`config.mk`:
```
export PLATFORM = sky130hd
export DESIGN_NAME = partial_phase_scanner
export DESIGN_NICKNAME = d
export VERILOG_FILES = /design/src/rtl/synth_pkg.sv /design/src/rtl/partial_phase_scanner.sv
export SDC_FILE = /design/constraint.sdc
export NUM_CORES = 1
export LEC_CHECK = 0
export ABC_AREA = 1
export BUFFER_PORTS_ARGS = -buffer_cell sky130_fd_sc_hd__buf_2
export CAP_MARGIN = 0
export CORE_UTILIZATION = 44
export DETAILED_ROUTE_END_ITERATION = 10
export PLACE_DENSITY = 0.8
export REMOVE_ABC_BUFFERS = 1
export SLEW_MARGIN = 20
export SYNTH_ARGS = -nofsm -noshare
export SYNTH_HDL_FRONTEND = slang
export SYNTH_SLANG_ARGS = --single-unit
```
`constraint.sdc`:
```
create_clock -name clk -period 1.96 [get_ports clk]
set_input_delay 0.392 -clock clk [delete_from_list [all_inputs] [get_ports clk]]
set_output_delay 0.392 -clock clk [all_outputs]
set_load 0.01 [all_outputs]
```
`src/rtl/synth_pkg.sv`:
```
// Shared types for the additive-synthesis datapath: partial word layout and scanner states.
package synth_pkg;

   localparam int unsigned DEFAULT_PHASE_W = 24;

   typedef struct packed {
      logic [DEFAULT_PHASE_W-1:0] inc;
      logic [DEFAULT_PHASE_W-1:0] phase;
   } partial_word_t;

   typedef enum logic [1:0] {
      CLEAR,
      IDLE,
      SCAN
   } scan_state_t;

endpackage

```
`src/rtl/partial_phase_scanner.sv`:
```
// Sweeps all partials once per sample tick: reads {inc, phase}, writes back phase+inc and
// streams the pre-increment phase downstream. Also owns host config writes and post-reset clear.
module partial_phase_scanner
   import synth_pkg::*;
#(
   parameter int unsigned PHASE_W = DEFAULT_PHASE_W,
   parameter int unsigned DEPTH   = 64
) (
   input  logic                     clk,
   input  logic                     rst_n,
   input  logic                     sample_tick,
   input  logic                     cfg_valid,
   output logic                     cfg_ready,
   input  logic [$clog2(DEPTH)-1:0] cfg_addr,
   input  logic [PHASE_W-1:0]       cfg_inc,
   output logic                     out_valid,
   input  logic                     out_ready,
   output logic [PHASE_W-1:0]       out_phase,
   output logic [$clog2(DEPTH)-1:0] out_index,
   output logic                     out_last,
   output logic                     busy,
   output logic                     overrun,
   output logic [$clog2(DEPTH)-1:0] ram_addr,
   output logic                     ram_we,
   output logic [2*PHASE_W-1:0]     ram_din,
   input  logic [2*PHASE_W-1:0]     ram_dout
);

   localparam int unsigned    AW       = $clog2(DEPTH);
   localparam logic [AW-1:0]  LAST_IDX = AW'(DEPTH - 1);

   scan_state_t        r_state, w_state_nxt;
   logic [AW-1:0]      r_idx, w_idx_nxt;
   logic               r_out_valid;
   logic [PHASE_W-1:0] r_out_phase;
   logic [AW-1:0]      r_out_index;
   logic               r_out_last;
   logic               r_overrun;

   logic               w_adv;
   logic               w_load;
   logic [PHASE_W-1:0] w_inc;
   logic [PHASE_W-1:0] w_phase;

   assign w_inc   = ram_dout[2*PHASE_W-1:PHASE_W];
   assign w_phase = ram_dout[PHASE_W-1:0];
   // Advance only when the output slot is free or being drained, so a stall never re-increments.
   assign w_adv   = !r_out_valid || out_ready;

   always_comb begin
      w_state_nxt = r_state;
      w_idx_nxt   = r_idx;
      w_load      = 1'b0;
      cfg_ready   = 1'b0;
      ram_addr    = r_idx;
      ram_we      = 1'b0;
      ram_din     = '0;
      unique case (r_state)
         CLEAR: begin
            ram_we    = 1'b1;
            w_idx_nxt = r_idx + 1'b1;
            if (r_idx == LAST_IDX) begin
               w_idx_nxt   = '0;
               w_state_nxt = IDLE;
            end
         end
         IDLE: begin
            cfg_ready = !sample_tick;
            ram_addr  = cfg_addr;
            if (sample_tick) begin
               w_idx_nxt   = '0;
               w_state_nxt = SCAN;
            end else if (cfg_valid) begin
               ram_we  = 1'b1;
               ram_din = {cfg_inc, {PHASE_W{1'b0}}};
            end
         end
         SCAN: begin
            if (w_adv) begin
               ram_we    = 1'b1;
               ram_din   = {w_inc, w_phase + w_inc};
               w_load    = 1'b1;
               w_idx_nxt = r_idx + 1'b1;
               if (r_idx == LAST_IDX) begin
                  w_state_nxt = IDLE;
               end
            end
         end
         default: begin
            w_state_nxt = CLEAR;
            w_idx_nxt   = '0;
         end
      endcase
   end

   always_ff @(posedge clk or negedge rst_n) begin
      if (!rst_n) begin
         r_state <= CLEAR;
         r_idx   <= '0;
      end else begin
         r_state <= w_state_nxt;
         r_idx   <= w_idx_nxt;
      end
   end

   always_ff @(posedge clk or negedge rst_n) begin
      if (!rst_n) begin
         r_out_valid <= 1'b0;
         r_out_phase <= '0;
         r_out_index <= '0;
         r_out_last  <= 1'b0;
      end else if (w_load) begin
         r_out_valid <= 1'b1;
         r_out_phase <= w_phase;
         r_out_index <= r_idx;
         r_out_last  <= (r_idx == LAST_IDX);
      end else if (out_ready) begin
         r_out_valid <= 1'b0;
      end
   end

   // Ticks arriving mid-sweep are dropped; flag stays up until reset.
   always_ff @(posedge clk or negedge rst_n) begin
      if (!rst_n) begin
         r_overrun <= 1'b0;
      end else if (r_state == SCAN && sample_tick) begin
         r_overrun <= 1'b1;
      end
   end

   assign out_valid = r_out_valid;
   assign out_phase = r_out_phase;
   assign out_index = r_out_index;
   assign out_last  = r_out_last;
   assign overrun   = r_overrun;
   assign busy      = (r_state != IDLE) || r_out_valid;

endmodule
```
==> metrics <==
status finished with violations; failing checks negative setup slack; DRC Markers 0; gr ovfl total 0; Final Critical Period about 2.3 ns; CTS Buffer Depth 2; drt first pass iters 5; GPL Wtd Cong 0.945; final worst setup slack -0.338 ns; fin util 73.9%; IO Pins around 170; synthesized flop and latch total 41; Critical Path Start ram_dout[0]; Area growth, synth to finish 64.0%; count leader, synth nand2_1; clk slew on worst S/H paths approximately 0.1 ns; switching power around 2.8 mW; largest net degree at the start of global routing between 40 and 50; CP endpoint kind output pin; Die W between 90 and 100 um; root buf cell clkbuf_8; layout cells sized above 1 46.2%; ys flop type dfrtp_1; Crit Path Max Fanout 3; Netlist Area Pre-Place 3910 um2; CP Launch Type primary input; Worst setup endpoint ram_din[4]; number of global-route vias before repair 4374; area leader, netlist dfrtp_1; Leak around 3.5 nW; number of synthesized flops with an enable pin 0; max-cap check violation count 0; Die Height 96.3 um; Max rail drop VDD 0.000482 V; final period utilization 117%; TritonCTS clock tree built; initial antenna violation count 0; final hold viol count 0; clk sinks ~40; DRT antenna net count 0; top post-synthesis cells by count 248 x nand2_1, 97 x inv_1, 64 x nor2_1, 41 x dfrtp_1, 28 x ha_1; nets between 900 and 1000; DR iter-0 viols about 250; GR Util All Layers between 20% and 30%; r2r setup slk 0.16 ns; RSZ-0062 raised after global routing true; DR vias 5029; RR Endpoint r_state[1]; synthesized area per cell slightly above 6 um2; R2R cell count 9; Worst Max-Slew Pin Slew roughly 0.55 ns; first-pass GRT wire length 20400 um; Yosys cell types 35; Clock power frac 10.4%; htree depth 2; Sw Share 47.4%; Async SR Flop Fraction 100%; Combinational Power Share 67.2%; critical path class primary input to output pin; critical path data arrival time 1.91 ns; Slew HR 63.3%; WP data required 1.57 ns; # rows 34; Mapped Cells 628; final hold slack ~0.14 ns; hpwl dp ~9400 um; CTS buffer count 5; sequential cell area fraction in the yosys report a little over a quarter; final-report setup violation count 50; register share of total power around 22%; fmax approximately 440 MHz; Ys Warns 0; post-cts hold buffer count 0; Synth area leaders dfrtp_1 26%, nand2_1 24%, inv_1 9.3%; Die ar. 9270 um2; core area around 8700 um2; Pint 3.10 mW; PortBufs about 170; Power Density 918 nW/um2; total power 5.89 mW; Hold Crit Class primary input to asynchronous set/reset pin; WL/cell 15.2 um; drt total wl 14600 um; mean number of vias per cell 5.24; ANT cells 0; starting density of the core between 40% and 50%; Slew Limit Fails 0; r2r startpoint r_state[1]; clock latency on the worst-skew pair 0.31 ns; Filler Cell Count 647; top cell type's share of synthesized area 26.2%; clock skew between 0.009 and 0.01 ns
worst max-delay path, cell delays in order:
cell	delay [ns]
buf_6	0.10
ha_4	0.16
fa_2	0.34
nand2_2	0.11
nand2_4	0.08
nand2_4	0.10
buf_4	0.11
buf_4	0.10
xor2_1	0.21
nor2_1	0.07
buf_2	0.14
routing by layer:
metal	track usage, %	routed length, um
met1	37.3	6140
met2	50.1	7240
met3	3.32	845
met4	6.50	357
met5	0	0
cells by family (layout without fill, tap and decap cells):
logic type,after synthesis,count (layout),share of synthesized area (%)
simple gates,363,363,38.1
fa+ha+maj,29,29,9.47
buf+inv,116,340,11.9
xor+xnor,7,7,1.57
flops,41,41,26.2
compound gates,72,72,12.8
flip-flops by register name, summed over array words and instances, names as in the netlist:
name       cells
out_phase     24
overrun        1
out_valid      1
out_last       1
r_state        2
out_index      6
r_idx          6
cell type report:
| class | count | area (um2) | area share [%] |
|---|---|---|---|
| clock inverter | 3 | 25.0 | 0.390 |
| multi-input combinational | 471 | 3240 | 50.4 |
| timing repair buffer | 232 | 1540 | 23.9 |
| sequential | 41 | 1030 | 16.0 |
| tap | 108 | 135 | 2.11 |
| clock buffer | 5 | 68.8 | 1.07 |
| inverter | 100 | 388 | 6.05 |
power by group through the flow:
stage	Clock [mW]	Combinational (mW)	Sequential [mW]
detailed placement	0	3.05	1.33
global route	0.656	4.33	1.35
finish	0.612	3.96	1.32
floorplan	0	1.59	1.46
CTS	0.615	3.61	1.32
global placement	0	3.00	1.32
how the worst min path moves through the flow:
stage	from	end	slack, ns	cells past startpoint
after floorplan	rst_n	out_index[0]	0.1	0
after global placement	overrun	overrun	0.44	1
after detailed placement	overrun	overrun	0.44	1
after CTS	rst_n	out_index[5]	0.15	2
after global routing	rst_n	out_index[5]	0.18	2
final	rst_n	out_index[5]	0.14	2
placed cells by master, fill, tap and decap left out, types with 2 or more instances in the layout:
| cell type | count |
|---|---|
| a32o_2 | 2 |
| a21oi_1 | 11 |
| clkbuf_8 | 5 |
| buf_2 | 158 |
| buf_4 | 43 |
| nand2_4 | 17 |
| o21ai_2 | 6 |
| or2_4 | 2 |
| buf_6 | 22 |
| a21oi_2 | 10 |
| nand3_1 | 14 |
| ha_1 | 3 |
| xnor2_1 | 2 |
| ha_4 | 25 |
| nor3b_2 | 2 |
| nor2_2 | 20 |
| a32o_1 | 22 |
| nand4_1 | 5 |
| nor2_4 | 11 |
| nand2_1 | 207 |
| nand3_2 | 9 |
| inv_2 | 8 |
| inv_1 | 89 |
| nand2_2 | 28 |
| buf_12 | 8 |
| dfrtp_1 | 41 |
| inv_6 | 2 |
| inv_4 | 2 |
| nor2_1 | 37 |
| o21ai_0 | 14 |
| nand3_4 | 2 |
| nor3_1 | 6 |
| xor2_1 | 3 |
repair_timing:
action,CTS,global route
endpoints found under the setup margin,51,56
resized for setup,112,108
pin swaps,36,48
buffers inserted,10,10
gates cloned,3,0
metrics by stage:
| step | setup TNS (ns) | setup WS, ns | cells | instance area [um2] |
|---|---|---|---|---|
| after floorplan | -33.42 | -0.925 | 612 | 3820 |
| after global placement | -5.60 | -0.352 | 935 | 5190 |
| after detailed placement | -6.02 | -0.409 | 935 | 5190 |
| after CTS | -11.01 | -0.293 | 956 | 6010 |
| after global routing | -16.57 | -0.432 | 960 | 6420 |
| final | -12.54 | -0.338 | 960 | 6420 |
Note: power is estimated with default switching activity, not from simulation.
